## src/rtl/sif_xa_wa_fifo_bridge.sv

```systemverilog
// Buffered XA->WA bridge: XA writes fill a DEPTH-deep FIFO and reads peek its head. WA drains it over valid/ready.
// A push is visible on wa_data the cycle after the edge; peek, read-valid and error pulses are registered. The head is held stable while wa_rdy is low.
module sif_xa_wa_fifo_bridge #(
    parameter int DATA_W   = 16,
    parameter int DEPTH    = 8,
    parameter int AF_LEVEL = 6
) (
    input  logic                       clk,
    input  logic                       rst_n,
    input  logic                       xa_wr_s,
    input  logic                       xa_rd_s,
    input  logic [DATA_W-1:0]          xa_data_in,
    output logic [DATA_W-1:0]          xa_data_out,
    output logic                       xa_rd_vld,
    output logic [1:0]                 xa_err,
    output logic                       xa_af,
    output logic [DATA_W-1:0]          wa_data,
    output logic                       wa_vld,
    input  logic                       wa_rdy,
    output logic [$clog2(DEPTH+1)-1:0] fifo_cnt
);
    localparam int PW = $clog2(DEPTH);
    localparam int CW = $clog2(DEPTH + 1);

    localparam logic [1:0] ERR_NONE  = 2'b00;
    localparam logic [1:0] ERR_ILL   = 2'b01;
    localparam logic [1:0] ERR_OVER  = 2'b10;
    localparam logic [1:0] ERR_UNDER = 2'b11;

    logic [DATA_W-1:0] mem_q [DEPTH];
    logic [PW-1:0]     wr_ptr_q, wr_ptr_d;
    logic [PW-1:0]     rd_ptr_q, rd_ptr_d;
    logic [CW-1:0]     cnt_q, cnt_d;
    logic [DATA_W-1:0] rd_dat_q, rd_dat_d;
    logic              rd_vld_q, rd_vld_d;
    logic [1:0]        err_q, err_d;

    logic op_wr, op_rd, op_ill, empty, full, push, pop;

    always_comb begin
        op_wr  = xa_wr_s & ~xa_rd_s;
        op_rd  = xa_rd_s & ~xa_wr_s;
        op_ill = xa_wr_s & xa_rd_s;
        empty  = (cnt_q == '0);
        full   = (cnt_q == CW'(DEPTH));
        // Full is judged before this cycle's pop, so a write at full is dropped even when WA drains.
        push   = op_wr & ~full;
        pop    = ~empty & wa_rdy;

        wr_ptr_d = push ? wr_ptr_q + PW'(1) : wr_ptr_q;
        rd_ptr_d = pop  ? rd_ptr_q + PW'(1) : rd_ptr_q;
        cnt_d    = cnt_q + CW'(push) - CW'(pop);

        rd_vld_d = op_rd & ~empty;
        rd_dat_d = rd_vld_d ? mem_q[rd_ptr_q] : rd_dat_q;

        err_d = ERR_NONE;
        if (op_ill)              err_d = ERR_ILL;
        else if (op_wr && full)  err_d = ERR_OVER;
        else if (op_rd && empty) err_d = ERR_UNDER;
    end

    always_ff @(posedge clk) begin
        if (!rst_n) begin
            wr_ptr_q <= '0;
            rd_ptr_q <= '0;
            cnt_q    <= '0;
            rd_dat_q <= '0;
            rd_vld_q <= 1'b0;
            err_q    <= ERR_NONE;
        end else begin
            wr_ptr_q <= wr_ptr_d;
            rd_ptr_q <= rd_ptr_d;
            cnt_q    <= cnt_d;
            rd_dat_q <= rd_dat_d;
            rd_vld_q <= rd_vld_d;
            err_q    <= err_d;
        end
    end

    // Storage is never cleared; occupancy alone decides which entries are live.
    always_ff @(posedge clk) begin
        if (rst_n && push) mem_q[wr_ptr_q] <= xa_data_in;
    end

    assign wa_data     = mem_q[rd_ptr_q];
    assign wa_vld      = ~empty;
    assign xa_af       = (cnt_q >= CW'(AF_LEVEL));
    assign fifo_cnt    = cnt_q;
    assign xa_data_out = rd_dat_q;
    assign xa_rd_vld   = rd_vld_q;
    assign xa_err      = err_q;
endmodule
```

## config.mk

```make
export PLATFORM = sky130hd
export DESIGN_NAME = sif_xa_wa_fifo_bridge
export DESIGN_NICKNAME = d
export VERILOG_FILES = /design/src/rtl/sif_xa_wa_fifo_bridge.sv
export SDC_FILE = /design/constraint.sdc
export NUM_CORES = 1
export LEC_CHECK = 0
export BUFFER_PORTS_ARGS = -buffer_cell sky130_fd_sc_hd__buf_2
export CAP_MARGIN = 20
export CORE_ASPECT_RATIO = 1.75
export CORE_MARGIN = 10
export CORE_UTILIZATION = 30
export CTS_BUF_LIST = sky130_fd_sc_hd__clkbuf_8
export DETAILED_ROUTE_END_ITERATION = 10
export SYNTH_ARGS = -nofsm -noshare
export SYNTH_HDL_FRONTEND = slang
export SYNTH_SLANG_ARGS = --single-unit
```

## constraint.sdc

```tcl
create_clock -name clk -period 6.4 [get_ports clk]
set_clock_uncertainty 0.15 [all_clocks]
set_input_delay 0.32 -clock clk [delete_from_list [all_inputs] [get_ports clk]]
set_output_delay 0.32 -clock clk [all_outputs]
set_load 0.005 [all_outputs]
```

==> impl_results.md <==
- Worst path required time: approximately 5.9 ns
- Area leader, netlist: edfxtp_1
- Post-DP HPWL: 7955 um
- Via count: 3106
- DR WL/cell: 18.51 um
- Yosys top cell area share: 62.25%
- Post-Layout Cell Count: 670
- Final setup viols: 0
- First-pass GRT wire length: slightly below 20000 um
- Measured slew at the worst slew-check pin: 0.9353 ns
- MaxCap Viol Count: 0
- Initial antenna violation count: 0
- Multiplexer area fraction after synthesis: 15.50%
- Outcome: completed
- Max Buffers Root-to-Sink: 2
- Busiest layer in global routing: met2
- Final wirelength: between 10000 and 15000 um
- Leading cell type in the layout, fill and taps excluded: edfxtp_1
- Port Buf Inserts: 61
- IO Count: slightly above 60
- Relative area change from synthesis to final layout: 19.15%
- Netlist cell types: 30
- CTS Sinks: 160
- Startpoint class of the critical path: flip-flop
- M1 GR Usage: 10.04%
- TritonCTS clock tree: done
- Fmax: roughly 360 MHz
- Post-synthesis instance total: 314
- Crit Path Max Fanout: 32
- PwrDens: 337.3 nW/um2
- Core area: about 20000 um2
- FF+latch count, synth: 160
- Vias in the first global route: 3426
- Most frequent cells in the layout: edfxtp_1, buf_2, mux4_2, dfxtp_1, dlygate4sd3_1
- Row cnt: a little under 70
- Drt via density: 4.636
- Largest family of logic cells by synthesized area: multiplexers
- Critical path arrival: 2.34 ns
- DRC: 0
- Nets: 439
- Post-Synth Simple-Gate Area: under 10%
- Static Leak: approximately 2.6 nW
- Met3 usage in global routing: 2.195%
- Compound-Gate Fraction of Synth Area: 3.121%
- Initial DRC Count: 187
- CP top delay family: multiplexers
- Unrepaired setup endpoints after global routing: no
- Crit path largest cell delay: 0.58 ns
- Fin Setup TNS: 0 ns
- Syn_nets: 344
- Reg clk slew, reported paths: 0.08 ns
- Initial Util: a little under a third
- Final Cycle Share: 43.97%
- Post-synthesis average cell area: 19.66 um2
- Die Y: 209.8 um
- Total grt overflow: 0
- # fillers: 1873
- Largest net degree at the start of global routing: 33
- Total power: ~0.0025 W
- Routed Antenna Nets: 0
- Post-synthesis adder-cell area fraction: 1.945%
- Resized cells post-CTS: 0
- Worst skew pair latency: 0.45 ns
- Design area: 7357 um2
- Final hold slack: between 0.05 and 0.06 ns
- Met2 Usage GRT: 17.56%
- Critical path buffers and inverters: 2
- Area of the mapped netlist: approximately 6200 um2
- H-Tree Depth: 4
- Min cycle time layout: 2.814 ns
- CP max stage cell: mux4_2
- Max-slew headroom: 37.65%
- Dpl cell area: roughly 7000 um2
- CTS Buf Count: 17
- Register area share after synthesis: between 70% and 80%
- Layout cell share with drive strength beyond 1: around 37%
- Pre-antenna DRT Iters: 4
- Critical path class: reg2out
- CP Cell Sequence: buf_4 > mux4_2 > mux2_2 > buf_2
- Routability-driven placement congestion ratio: 0.7181
- GR Util All Layers: 9.658%
- Placed Instances: 620
- HP Class: in2reg
- CTS root buf: clkbuf_8
- Die W: 128.5 um
- Syn. warnings: 0
- DIE AREA: between 20000 and 30000 um2
- Antenna diodes: 0
- Slew Viols, Final: 0
- Final hold viol count: 0
- Peak supply drop: approximately 160 uV
- Top post-synthesis cells by area: edfxtp_1, mux4_2, dfxtp_1, mux2_4, a22o_1
- Critical Path Sink Type: output port
- Post-synthesis xor/xnor area fraction: 0.8511%
-- worst min-delay path: cells and delay by family --
family / cells / cell delay, ns
AO/OA/AOI/OAI: 1 / 0.06
AND/OR/NAND/NOR: 1 / 0.10
buffers and inverters: 1 / 0.12
-- cell families (layout without fill, tap and decap cells) --
kind of cell	count (synthesis)	after routing
DFF	160	160
adders and majority gates	9	9
and+or+nand+nor	47	47
AOI/OAI and AO/OA	24	24
buffers and inverters	20	128
xor gates and xnor gates	6	6
muxes	48	48
-- power by group --
group | leakage (nW) | switching, W | internal, W | total [W]
registers | 1.41 | 0.0000341 | 0.00117 | 0.00121
clock network | 0.170 | 0.000377 | 0.000310 | 0.000687
logic | 0.967 | 0.000273 | 0.000313 | 0.000586
-- sequential cells by signal (all words and copies together), names as in the netlist, named ones only --
| name | flops |
|---|---|
| xa_err | 2 |
| xa_data_out | 16 |
| rd_ptr_q | 3 |
| xa_rd_vld | 1 |
| mem_q | 128 |
| fifo_cnt | 4 |
| wr_ptr_q | 3 |
-- cell type report --
cell class	count	area (um2)	share of cell area (%)
Sequential cell	160	4486	60.97
Multi-Input combinational cell	134	1598	21.72
Timing Repair Buffer	91	575.6	7.823
Inverter	5	18.77	0.2551
Clock buffer	17	234.0	3.180
Clock inverter	15	135.1	1.837
Tap cell	248	310.3	4.218
-- synthesized netlist by cell type (all sizes together) --
cell / n
xor2: 1
a21boi: 4
a21o: 1
nor4: 2
fa: 1
a22o: 16
edfxtp: 128
nor3: 4
ha: 8
mux2: 16
inv: 5
and2: 10
o21ai: 1
dfxtp: 32
clkbuf: 6
nor2: 4
or3b: 3
mux4: 32
buf: 9
xnor2: 5
nand2: 15
and3: 2
nand3: 5
a21oi: 2
nor2b: 2
-- metrics by stage --
stage | setup slack, ns | utilization [%]
2_1_floorplan | 3.223 | -
3_5_place_dp | 3.731 | 33.56
3_3_place_gp | 3.834 | 33.56
5_1_grt | 3.407 | 36.26
4_1_cts | 3.482 | 36.26
6_report | 3.586 | 36.26
-- worst paths after layout --
check	from	to	slack [ns]	depth (start not counted)
worst max register to register	fifo_cnt[2]$_SDFF_PN0_	fifo_cnt[2]$_SDFF_PN0_	3.73	11
worst min-delay path	wa_rdy	rd_ptr_q[1]$_SDFFE_PN0P_	0.06	3
worst min register to register	xa_data_out[10]$_SDFFE_PN0P_	xa_data_out[10]$_SDFFE_PN0P_	0.33	1
worst max-delay path	flip-flop	wa_data[13]	3.59	4
-- per-layer routing --
| metal | share of wire, % | up-vias | wire length (um) |
|---|---|---|---|
| met5 | 0 | - | 0 |
| met4 | 1.8 | 0 | 226 |
| met3 | 3.1 | 12 | 389 |
| met2 | 57 | 58 | 7105 |
| met1 | 38 | 1604 | 4678 |
| li1 | - | 1432 | - |
-- timing repair --
item | in CTS | in global routing
hold buffers | 18 | 0
setup buffers | 0 | 0
endpoints found under the hold margin | 124 | 0
Power figures use the tool's default switching activity.
